<file path="config.mk">
export PLATFORM = sky130hd
export DESIGN_NAME = atm_keypad_entry_flat
export DESIGN_NICKNAME = d
export VERILOG_FILES = /design/src/rtl/atm_input_pkg.sv /design/src/rtl/atm_keypad_entry_if.sv /design/src/rtl/atm_key_classify.sv /design/src/rtl/atm_keypad_entry.sv /design/src/flat_wrapper.sv
export SDC_FILE = /design/constraint.sdc
export NUM_CORES = 1
export LEC_CHECK = 0
export BUFFER_PORTS_ARGS = -buffer_cell sky130_fd_sc_hd__buf_2
export CAP_MARGIN = 20
export CELL_PAD_IN_SITES_DETAIL_PLACEMENT = 1
export CELL_PAD_IN_SITES_GLOBAL_PLACEMENT = 2
export CORE_MARGIN = 5
export CORE_UTILIZATION = 25
export DETAILED_ROUTE_END_ITERATION = 7
export PLACE_DENSITY = 0.6
export SETUP_SLACK_MARGIN = 0.4
export SYNTH_ARGS = -nofsm -noshare
export SYNTH_HDL_FRONTEND = slang
export SYNTH_HIERARCHICAL = 1
export SYNTH_SLANG_ARGS = --single-unit
</file>
<file path="constraint.sdc">
create_clock -name clk -period 2.2 [get_ports clk]
set_input_delay 0.33 -clock clk [delete_from_list [all_inputs] [get_ports clk]]
set_output_delay 0.33 -clock clk [all_outputs]
set_load 0.03 [all_outputs]
</file>
<file path="src/rtl/atm_input_pkg.sv">
// Shared definitions for the CryptoATM keypad input path: ASCII key codes,
// entry status codes, collector state encoding and the key class record.
package atm_input_pkg;

    localparam logic [7:0] ASC_0   = 8'h30;
    localparam logic [7:0] ASC_9   = 8'h39;
    localparam logic [7:0] ASC_CR  = 8'h0D;
    localparam logic [7:0] ASC_BS  = 8'h08;
    localparam logic [7:0] ASC_ESC = 8'h1B;

    localparam logic [3:0] ST_OK        = 4'd0;
    localparam logic [3:0] ST_TOO_SHORT = 4'd1;
    localparam logic [3:0] ST_OVERFLOW  = 4'd2;
    localparam logic [3:0] ST_BAD_CHAR  = 4'd3;
    localparam logic [3:0] ST_CANCEL    = 4'd4;
    localparam logic [3:0] ST_TIMEOUT   = 4'd5;

    typedef enum logic {
        IDLE    = 1'b0,
        COLLECT = 1'b1
    } state_t;

    // One-hot classification of a received key byte.
    typedef struct packed {
        logic digit;
        logic enter;
        logic bksp;
        logic esc;
        logic other;
    } key_class_t;

    // Width of a field selector; a single-field bank still needs one bit.
    function automatic int sel_width(input int n);
        return (n > 1) ? $clog2(n) : 1;
    endfunction

endpackage

</file>
<file path="src/rtl/atm_keypad_entry_if.sv">
// Handshake/bus signals between the ATM control FSM (master) and the
// keypad entry collector (slave).
interface atm_keypad_entry_if #(
    parameter int MAX_DIGITS = 4,
    parameter int NUM_FIELDS = 4
);
    import atm_input_pkg::*;

    localparam int VAL_W = 4 * MAX_DIGITS;
    localparam int FS_W  = sel_width(NUM_FIELDS);
    localparam int LEN_W = $clog2(MAX_DIGITS + 1);

    logic              start;
    logic [FS_W-1:0]   field_sel;
    logic              key_valid;
    logic [7:0]        key_code;
    logic              busy;
    logic [LEN_W-1:0]  cur_len;
    logic [VAL_W-1:0]  cur_value;
    logic              done;
    logic [3:0]        status_code_out;
    logic [FS_W-1:0]   field_id_out;
    logic [FS_W-1:0]   rd_sel;
    logic [VAL_W-1:0]  rd_value;
    logic              rd_valid;

    modport master (
        output start, field_sel, key_valid, key_code, rd_sel,
        input  busy, cur_len, cur_value, done, status_code_out, field_id_out,
               rd_value, rd_valid
    );

    modport slave (
        input  start, field_sel, key_valid, key_code, rd_sel,
        output busy, cur_len, cur_value, done, status_code_out, field_id_out,
               rd_value, rd_valid
    );

endinterface

</file>
<file path="src/rtl/atm_key_classify.sv">
// Combinational key decoder: sorts an ASCII byte into digit / enter /
// backspace / escape / other and extracts the BCD digit value.
module atm_key_classify
    import atm_input_pkg::*;
(
    input  logic [7:0]  key_code,
    output key_class_t  key_class,
    output logic [3:0]  digit_val
);

    // Exactly one class bit is set for every possible byte.
    always_comb begin
        key_class = '0;
        digit_val = key_code[3:0];
        if (key_code >= ASC_0 && key_code <= ASC_9) begin
            key_class.digit = 1'b1;
        end else if (key_code == ASC_CR) begin
            key_class.enter = 1'b1;
        end else if (key_code == ASC_BS) begin
            key_class.bksp = 1'b1;
        end else if (key_code == ASC_ESC) begin
            key_class.esc = 1'b1;
        end else begin
            key_class.other = 1'b1;
        end
    end

endmodule

</file>
<file path="src/rtl/atm_keypad_entry.sv">
// Keypad entry collector: accumulates decimal keys into a packed-BCD field,
// handles backspace/cancel/length checks and commits finished entries into
// a bank of NUM_FIELDS registers read back by the ATM control FSM.
// Optional inactivity timeout enabled by defining KEYPAD_TIMEOUT_EN.
module atm_keypad_entry
    import atm_input_pkg::*;
#(
    parameter int MAX_DIGITS  = 4,
    parameter int MIN_DIGITS  = 4,
    parameter int NUM_FIELDS  = 4,
    parameter int TIMEOUT_CYC = 1000000
) (
    input  logic               clk,
    input  logic               rst_n,
    atm_keypad_entry_if.slave  bus
);

    localparam int VAL_W = 4 * MAX_DIGITS;
    localparam int FS_W  = sel_width(NUM_FIELDS);
    localparam int LEN_W = $clog2(MAX_DIGITS + 1);
    localparam logic [LEN_W-1:0] LEN_MAX = LEN_W'(MAX_DIGITS);
    localparam logic [LEN_W-1:0] LEN_MIN = LEN_W'(MIN_DIGITS);

    state_t             state;
    logic [FS_W-1:0]    field;
    logic [LEN_W-1:0]   cur_len;
    logic [VAL_W-1:0]   cur_value;
    logic               done;
    logic [3:0]         status;
    logic [FS_W-1:0]    field_id;
    logic [VAL_W-1:0]   bank [NUM_FIELDS];
    logic [NUM_FIELDS-1:0] valid;

    key_class_t         kc;
    logic [3:0]         digit_val;
    logic               timeout_hit;

    atm_key_classify u_classify (
        .key_code  (bus.key_code),
        .key_class (kc),
        .digit_val (digit_val)
    );

`ifdef KEYPAD_TIMEOUT_EN
    localparam int TO_W = $clog2(TIMEOUT_CYC + 1);
    localparam logic [TO_W-1:0] TO_LIMIT = TO_W'(TIMEOUT_CYC);

    logic [TO_W-1:0] idle_cnt;

    // Inactivity counter: restarts on start or any key, counts idle COLLECT cycles.
    always_ff @(posedge clk or negedge rst_n) begin
        if (!rst_n) begin
            idle_cnt <= '0;
        end else if (bus.start || bus.key_valid || state != COLLECT) begin
            idle_cnt <= '0;
        end else begin
            idle_cnt <= idle_cnt + TO_W'(1);
        end
    end

    // Expire on the edge where the counter would reach the limit.
    assign timeout_hit = (state == COLLECT) && ((idle_cnt + TO_W'(1)) == TO_LIMIT);
`else
    // Without the feature an entry waits indefinitely; TIMEOUT_CYC has no effect.
    assign timeout_hit = (TIMEOUT_CYC < 0);
`endif

    // Entry FSM, field bank and all registered outputs.
    always_ff @(posedge clk or negedge rst_n) begin
        if (!rst_n) begin
            state     <= IDLE;
            field     <= '0;
            cur_len   <= '0;
            cur_value <= '0;
            done      <= 1'b0;
            status    <= ST_OK;
            field_id  <= '0;
            valid     <= '0;
            for (int i = 0; i < NUM_FIELDS; i++) begin
                bank[i] <= '0;
            end
        end else begin
            done <= 1'b0;
            if (bus.start) begin
                state     <= COLLECT;
                field     <= bus.field_sel;
                cur_len   <= '0;
                cur_value <= '0;
                status    <= ST_OK;
            end else if (state == COLLECT) begin
                if (bus.key_valid) begin
                    if (kc.digit) begin
                        if (cur_len < LEN_MAX) begin
                            cur_value <= (cur_value << 4) | VAL_W'(digit_val);
                            cur_len   <= cur_len + LEN_W'(1);
                        end else begin
                            status <= ST_OVERFLOW;
                        end
                    end else if (kc.bksp) begin
                        if (cur_len != '0) begin
                            cur_value <= cur_value >> 4;
                            cur_len   <= cur_len - LEN_W'(1);
                        end
                    end else if (kc.enter) begin
                        done     <= 1'b1;
                        field_id <= field;
                        state    <= IDLE;
                        if (cur_len >= LEN_MIN) begin
                            bank[field]  <= cur_value;
                            valid[field] <= 1'b1;
                            status       <= ST_OK;
                        end else begin
                            status <= ST_TOO_SHORT;
                        end
                    end else if (kc.esc) begin
                        done     <= 1'b1;
                        field_id <= field;
                        state    <= IDLE;
                        status   <= ST_CANCEL;
                    end else if (kc.other) begin
                        status <= ST_BAD_CHAR;
                    end
                end else if (timeout_hit) begin
                    done     <= 1'b1;
                    field_id <= field;
                    state    <= IDLE;
                    status   <= ST_TIMEOUT;
                end
            end
        end
    end

    // Combinational bank read; out-of-range selects read as empty.
    always_comb begin
        bus.rd_value = '0;
        bus.rd_valid = 1'b0;
        if (int'(bus.rd_sel) < NUM_FIELDS) begin
            bus.rd_value = bank[bus.rd_sel];
            bus.rd_valid = valid[bus.rd_sel];
        end
    end

    assign bus.busy            = (state == COLLECT);
    assign bus.cur_len         = cur_len;
    assign bus.cur_value       = cur_value;
    assign bus.done            = done;
    assign bus.status_code_out = status;
    assign bus.field_id_out    = field_id;

endmodule

</file>
<file path="src/flat_wrapper.sv">
// flat-port wrapper written by rule: the top's interface ports become plain ports
module atm_keypad_entry_flat import atm_input_pkg::*;
#(
    parameter int MAX_DIGITS  = 4,
    parameter int MIN_DIGITS  = 4,
    parameter int NUM_FIELDS  = 4,
    parameter int TIMEOUT_CYC = 1000000
)
  (clk, rst_n, bus_start, bus_field_sel, bus_key_valid, bus_key_code, bus_rd_sel, bus_busy, bus_cur_len, bus_cur_value, bus_done, bus_status_code_out, bus_field_id_out, bus_rd_value, bus_rd_valid);
  atm_keypad_entry_if #(.MAX_DIGITS(MAX_DIGITS), .NUM_FIELDS(NUM_FIELDS)) bus_i ();
  input  logic clk;
  input  logic rst_n;
  input wire logic [$bits(bus_i.start)-1:0] bus_start;
  input wire logic [$bits(bus_i.field_sel)-1:0] bus_field_sel;
  input wire logic [$bits(bus_i.key_valid)-1:0] bus_key_valid;
  input wire logic [$bits(bus_i.key_code)-1:0] bus_key_code;
  input wire logic [$bits(bus_i.rd_sel)-1:0] bus_rd_sel;
  output wire logic [$bits(bus_i.busy)-1:0] bus_busy;
  output wire logic [$bits(bus_i.cur_len)-1:0] bus_cur_len;
  output wire logic [$bits(bus_i.cur_value)-1:0] bus_cur_value;
  output wire logic [$bits(bus_i.done)-1:0] bus_done;
  output wire logic [$bits(bus_i.status_code_out)-1:0] bus_status_code_out;
  output wire logic [$bits(bus_i.field_id_out)-1:0] bus_field_id_out;
  output wire logic [$bits(bus_i.rd_value)-1:0] bus_rd_value;
  output wire logic [$bits(bus_i.rd_valid)-1:0] bus_rd_valid;
  assign bus_i.start = bus_start;
  assign bus_i.field_sel = bus_field_sel;
  assign bus_i.key_valid = bus_key_valid;
  assign bus_i.key_code = bus_key_code;
  assign bus_i.rd_sel = bus_rd_sel;
  assign bus_busy = bus_i.busy;
  assign bus_cur_len = bus_i.cur_len;
  assign bus_cur_value = bus_i.cur_value;
  assign bus_done = bus_i.done;
  assign bus_status_code_out = bus_i.status_code_out;
  assign bus_field_id_out = bus_i.field_id_out;
  assign bus_rd_value = bus_i.rd_value;
  assign bus_rd_valid = bus_i.rd_valid;
  atm_keypad_entry #(.MAX_DIGITS(MAX_DIGITS), .MIN_DIGITS(MIN_DIGITS), .NUM_FIELDS(NUM_FIELDS), .TIMEOUT_CYC(TIMEOUT_CYC)) u_core (.clk(clk), .rst_n(rst_n), .bus(bus_i));
endmodule
</file>
# Word level (Yosys, flattened, before mapping)
# Cells that the tools add are included.
# word_totals
regBits	97
elab_cells	109
output_inout_bits	44
inputBits	16
# classes
bitwise_logic	7
reduce_logical	14
n_addsub	2
eq_ne	6
n_mux	58
magnitude_cmp	10
# ops
cell	count
16-bit 2-to-1 mux	10
64-bit bitwise mux	1
4-bit 2-to-1 mux	10
16-bit binary-select mux with 2-bit select	1
16-bit demux with 2-bit select	1
3-bit 2-to-1 mux	8
1-bit 2-to-1 mux	22
8-bit by 4-bit equality test with 1-bit output (second input constant)	2
16-bit by 4-bit bitwise OR with 16-bit output	1
5-bit AND reduction	2
3-bit greater-or-equal comparator (second input constant)	3
3-bit nonzero test	3
8-bit by 5-bit equality test with 1-bit output (second input constant)	1
8-bit by 6-bit greater-or-equal comparator with 1-bit output (second input constant)	1
8-bit by 6-bit <= comparator with 1-bit output (second input constant)	1
7-bit AND reduction	1
2-bit by 3-bit < comparator with 1-bit output (second input constant)	2
2-bit 2-to-1 mux	3
3-bit inequality test (second input constant)	2
2-bit NOT with 3-bit output	2
6-bit AND reduction	1
2-bit nonzero test	3
5-bit nonzero test	1
4-bit bitwise OR	1
other kinds (10)	14

# Longest topological paths before layout
# logic_depth
word_depth	13
mapped_depth	9

# Modules after synthesis
# The synthesis kept the hierarchy.
# modules_own_cells
module	seq_area_each_um2	cells_per_inst	area_per_inst_um2	n_inst
atm_keypad_entry	2402.3	306	4347.9	1
atm_key_classify	0.0	17	128.9	1

# Worst setup path before layout
# No wires, ideal clock.
# synth_timing
path_type	input to register
from	input bus_key_code[6]
to	register u_core/bank[10] (netlist name)
path_buffers	2
t_arrival_ps	2274
path_slack_ps	-199
required_time_ps	2075
stages	8
path_cell_list	nor4b_4 > nand2_1 > nor3_2 > nand4_1 > or4_1 > buf_4 > buf_6 > mux2_4
# synth_rtl
element	line_no	text
start, declared	flat_wrapper.sv:16	input wire logic [$bits(bus_i.key_code)-1:0] bus_key_code;
end signal, assigned by index	atm_keypad_entry.sv:109	bank[field] <= cur_value;
end, declared	atm_keypad_entry.sv:31	logic [VAL_W-1:0] bank [NUM_FIELDS];

==> summary by stage <==
Run status
The run finished with clean final reports.

GRT
The number of antenna violations at the first check in global routing came to 0. The via count of the first global-routing pass is between 3,000 and 4,000. Entering global routing, the biggest net connects 37 pins. Global routing used 12.9% of the available tracks across all layers. The remaining global-route overflow is 0. The wire length of the first global-routing pass is roughly 20 mm.

Cells and area
Compared with the post-synthesis result, the final layout area differs by 42.8%. The sequential cells in the finished layout cover a total of 0.00240 mm². In the final layout, the share of cells above drive strength 1 is between 60 and 70%.

The count of inserted antenna diode cells is 0. The multi-input gate area in the final layout is 0.00233 mm². The number of nets in the final layout is 441.

In the layout the commonest cells are 95 x sky130_fd_sc_hd__dfrtp_1, 51 x sky130_fd_sc_hd__buf_2, 41 x sky130_fd_sc_hd__mux2_4, 27 x sky130_fd_sc_hd__buf_4, 26 x sky130_fd_sc_hd__mux2_2. The library cell used most frequently in the layout, excluding fill and tap cells, is sky130_fd_sc_hd__dfrtp_1. The fill cell total of the finished layout is 1,876.

Power and ir drop
Across the VDD grid, the largest voltage drop is 0.374 mV. The leakage component of the power is 2.96 nW. Power comes to 3.47 mW. For this design the ratio of total power to cell area is 543 mW/mm².

Worst hold path
The worst min-delay path startpoint is bus_field_sel[1]. The path with the worst hold slack has its endpoint at u_core/field[1]$_DFFE_PN0P_. The tightest min-delay check is of the input port to register type.

Along the worst hold path, the cell count comes to 3.

Timing
At the pin with the least slew margin, the transition time is 0.526 ns. The period utilization is 96.8%. Measured against its own limit, the worst slew margin works out to 64.9%. The time the final worst path needs with I/O delays and setup is approximately 2.1 ns. The setup-violating endpoint count in the final report is 0. Setup repair after global routing could not meet its margin everywhere. The maximum clock frequency is around 0.47 GHz.

The number of max-slew violations in the final report is 0. The worst setup margin is roughly 0.071 ns. The final clock skew is 0.00580 ns. The final hold violation count is 0.

Flow run
Across the run, the number of max-cap violations was 0.

Synth
The mapped cell area is 0.00448 mm². For this run, the number of Yosys warnings is 6. The number of distinct library cell variants in the gate-level netlist after synthesis is 42. The synthesized design spends more area on one cell type than any other, namely sky130_fd_sc_hd__dfrtp_1. The post-synthesis net count is 340. The number of enable flip-flop cells after synthesis is 0. For this run, the leading register cell type out of synthesis is sky130_fd_sc_hd__dfrtp_1. The post-synthesis register bit count is 96. The sequential element share of the synthesized area is 53.7%.

Sorting the synthesized cells by area gives the leading types as sky130_fd_sc_hd__dfrtp_1 54%, sky130_fd_sc_hd__mux2_2 15%, sky130_fd_sc_hd__mux4_2 8.6%. The mean instance size in the synthesized netlist is 13.9 µm². The share of synthesized area in the top cell type comes to 53.7%. After technology mapping, the gate count stands at 323.

The share of synthesized registers carrying an async set or reset is 100%.

Place
Detailed placement finished with a half-perimeter wire length of a little over 8 mm. The final weighted congestion in routability-driven placement is 0.762. The worst setup timing slack at the placement stage is -0.317 ns. The count of input and output buffers is 58.

Die
The core box area is 0.0178 mm². Pin placement for this block handled 60 I/O pins. From left edge to right edge, the die measures 144 µm. For this configuration, the core starts out at a cell density of 25.2%. Measured along the y axis, the die boundary spans 144 µm. The full die area is 0.0207 mm².

The cell row count is slightly below 50.

Clock tree
After clock tree synthesis, the clock-pin slew on the worst setup and hold paths is 0.07 ns. The H-tree generated during clock tree synthesis spans 3 levels. The number of clock buffers inserted by TritonCTS is 9. The buffer depth of the longest clock path is 2. For this design, the sink count on the clock tree is 96. TritonCTS built the clock tree. The clock reaches the later pin of the worst-skew pair after between 0.3 and 0.4 ns. The clock root buffer is sky130_fd_sc_hd__clkbuf_16.

Worst setup path
Across all register-to-register paths, the minimum setup slack is 0.29 ns. Along the worst path, the maximum fanout reaches 9. The count of cells along the worst register-to-register path is 7. The end of the worst register-to-register path is u_core/bus.cur_value[14]$_DFFE_PN0P_.

The critical path endpoint category is a register. The critical path is of the input port to register type. The worst register-to-register path begins at u_core/bus.cur_len[2]$_DFFE_PN0P_. The data arrival time of the critical path is roughly 2.4 ns. The worst setup path is launched from an input port. Data on the critical path is required at its endpoint by ~2.4 ns.

Drt
The number of remaining DRC errors is 0. The initial detailed-routing violation count is 117. The wire length reported by the detailed router is 13.2 mm. The count of antenna-violating nets left after detailed routing is 0. The first detailed-routing pass took 4 iterations. Using the TritonRoute via totals, the vias-per-cell ratio works out to between 4 and 5.

Dividing the detail-routed wire length by the instance count gives 20.1 µm. Detailed routing inserted a total of 3,076 vias.
==> layer usage <==
layer  GRT usage [%]  vias up  wire length [µm]
met2            21.3       48              6650
met4            3.37        0               147
met5               0        -                 0
met1            16.7     1632              6010
met3            3.63       14               425
li1                -     1382                 -
==> synth_stat cells (2+ instances only) <==
library cell               instances
sky130_fd_sc_hd__dfrtp_1          96
sky130_fd_sc_hd__mux2_2           58
sky130_fd_sc_hd__nor2_1           22
sky130_fd_sc_hd__mux4_2           17
sky130_fd_sc_hd__a211oi_1         14
sky130_fd_sc_hd__mux2i_1          12
sky130_fd_sc_hd__nand2b_1         10
sky130_fd_sc_hd__mux2_4            9
sky130_fd_sc_hd__a21oi_1           8
sky130_fd_sc_hd__clkbuf_1          8
sky130_fd_sc_hd__buf_4             7
sky130_fd_sc_hd__nand2_1           7
sky130_fd_sc_hd__buf_2             5
sky130_fd_sc_hd__inv_1             5
sky130_fd_sc_hd__buf_1             4
sky130_fd_sc_hd__nand3_1           4
sky130_fd_sc_hd__nor2b_1           3
sky130_fd_sc_hd__nor4_1            3
sky130_fd_sc_hd__o21ai_0           3
sky130_fd_sc_hd__a31o_2            2
sky130_fd_sc_hd__and2_1            2
sky130_fd_sc_hd__nor3_1            2
sky130_fd_sc_hd__or2_2             2
sky130_fd_sc_hd__or4_1             2
==> through the flow <==
step | std cells | instance area [µm²] | TNS (ns) | utilization [%] | hold WS (ns)
2_1_floorplan | 323 | 4640 | -4.04 | - | 0.0344
3_3_place_gp | 612 | 5320 | -8.22 | 29.9 | 0.355
3_5_place_dp | 612 | 5320 | -16.03 | 29.9 | 0.351
4_1_cts | 640 | 5890 | 0 | 33.1 | 0.180
5_1_grt | 658 | 6390 | -0.0309 | 35.9 | 0.193
6_report | 658 | 6390 | 0 | 35.9 | 0.193
==> report_power, final <==
part | switching (mW) | internal (mW) | total, mW
Clock | 0.706 | 0.771 | 1.48
Combinational | 0.128 | 0.0805 | 0.209
Sequential | 0.0106 | 1.77 | 1.78
==> registers in the layout, indices dropped and copies added (netlist names) <==
| register | flops |
|---|---|
| u_core/field | 2 |
| u_core/bus.done | 1 |
| u_core/bus.busy | 1 |
| u_core/bus.cur_len | 3 |
| u_core/bank | 64 |
| u_core/valid | 4 |
| u_core/bus.cur_value | 16 |
| u_core/bus.status_code_out | 3 |
| u_core/bus.field_id_out | 2 |
==> cell families after synthesis <==
kind of cell	synth area share, %
adders and majority gates	0.447
muxes	28.8
buffers and inverters	3.41
AOI/OAI and AO/OA	4.92
xor gates and xnor gates	0.196
DFF	53.7
other	0.0838
and+or+nand+nor	8.44
==> how the worst max path moves through the flow <==
stage                         start                           to  slack [ns]
detailed placement  bus_key_code[6]  u_core/bank[54]$_DFFE_PN0P_       -0.32
CTS                 bus_key_code[5]  u_core/bank[34]$_DFFE_PN0P_        0.15
global placement    bus_key_code[6]  u_core/bank[15]$_DFFE_PN0P_       -0.19
finish              bus_key_code[7]  u_core/bank[12]$_DFFE_PN0P_        0.07
global route        bus_key_code[7]  u_core/bank[12]$_DFFE_PN0P_       -0.01
floorplan           bus_key_code[6]  u_core/bank[10]$_DFFE_PN0P_       -0.18
==> critical path, stage by stage <==
cell and delay (ns):
sky130_fd_sc_hd__buf_8 0.10, sky130_fd_sc_hd__nor4b_4 0.31, sky130_fd_sc_hd__nand2_2 0.12, sky130_fd_sc_hd__nor3_4 0.20
sky130_fd_sc_hd__nand4_1 0.18, sky130_fd_sc_hd__buf_4 0.18, sky130_fd_sc_hd__or4_4 0.47, sky130_fd_sc_hd__buf_12 0.18
sky130_fd_sc_hd__mux2_4 0.30
==> repair_timing <==
action	4_1_cts	5_1_grt
cloned	4	6
hold buffers	1	0
endpoints found under the hold margin	34	0
resized for setup	34	65
buffers inserted	7	12
setup endpoints to repair	85	94
pin swaps	7	26
==> cell type report <==
type | count | share of cell area, %
Inverter | 5 | 0.294
Clock buffer | 10 | 3.58
Timing Repair Buffer | 115 | 16.9
Clock inverter | 6 | 0.685
Tap cell | 229 | 4.48
Multi-Input combinational cell | 197 | 36.4
Sequential cell | 96 | 37.6
Power figures use the tool's default switching activity.
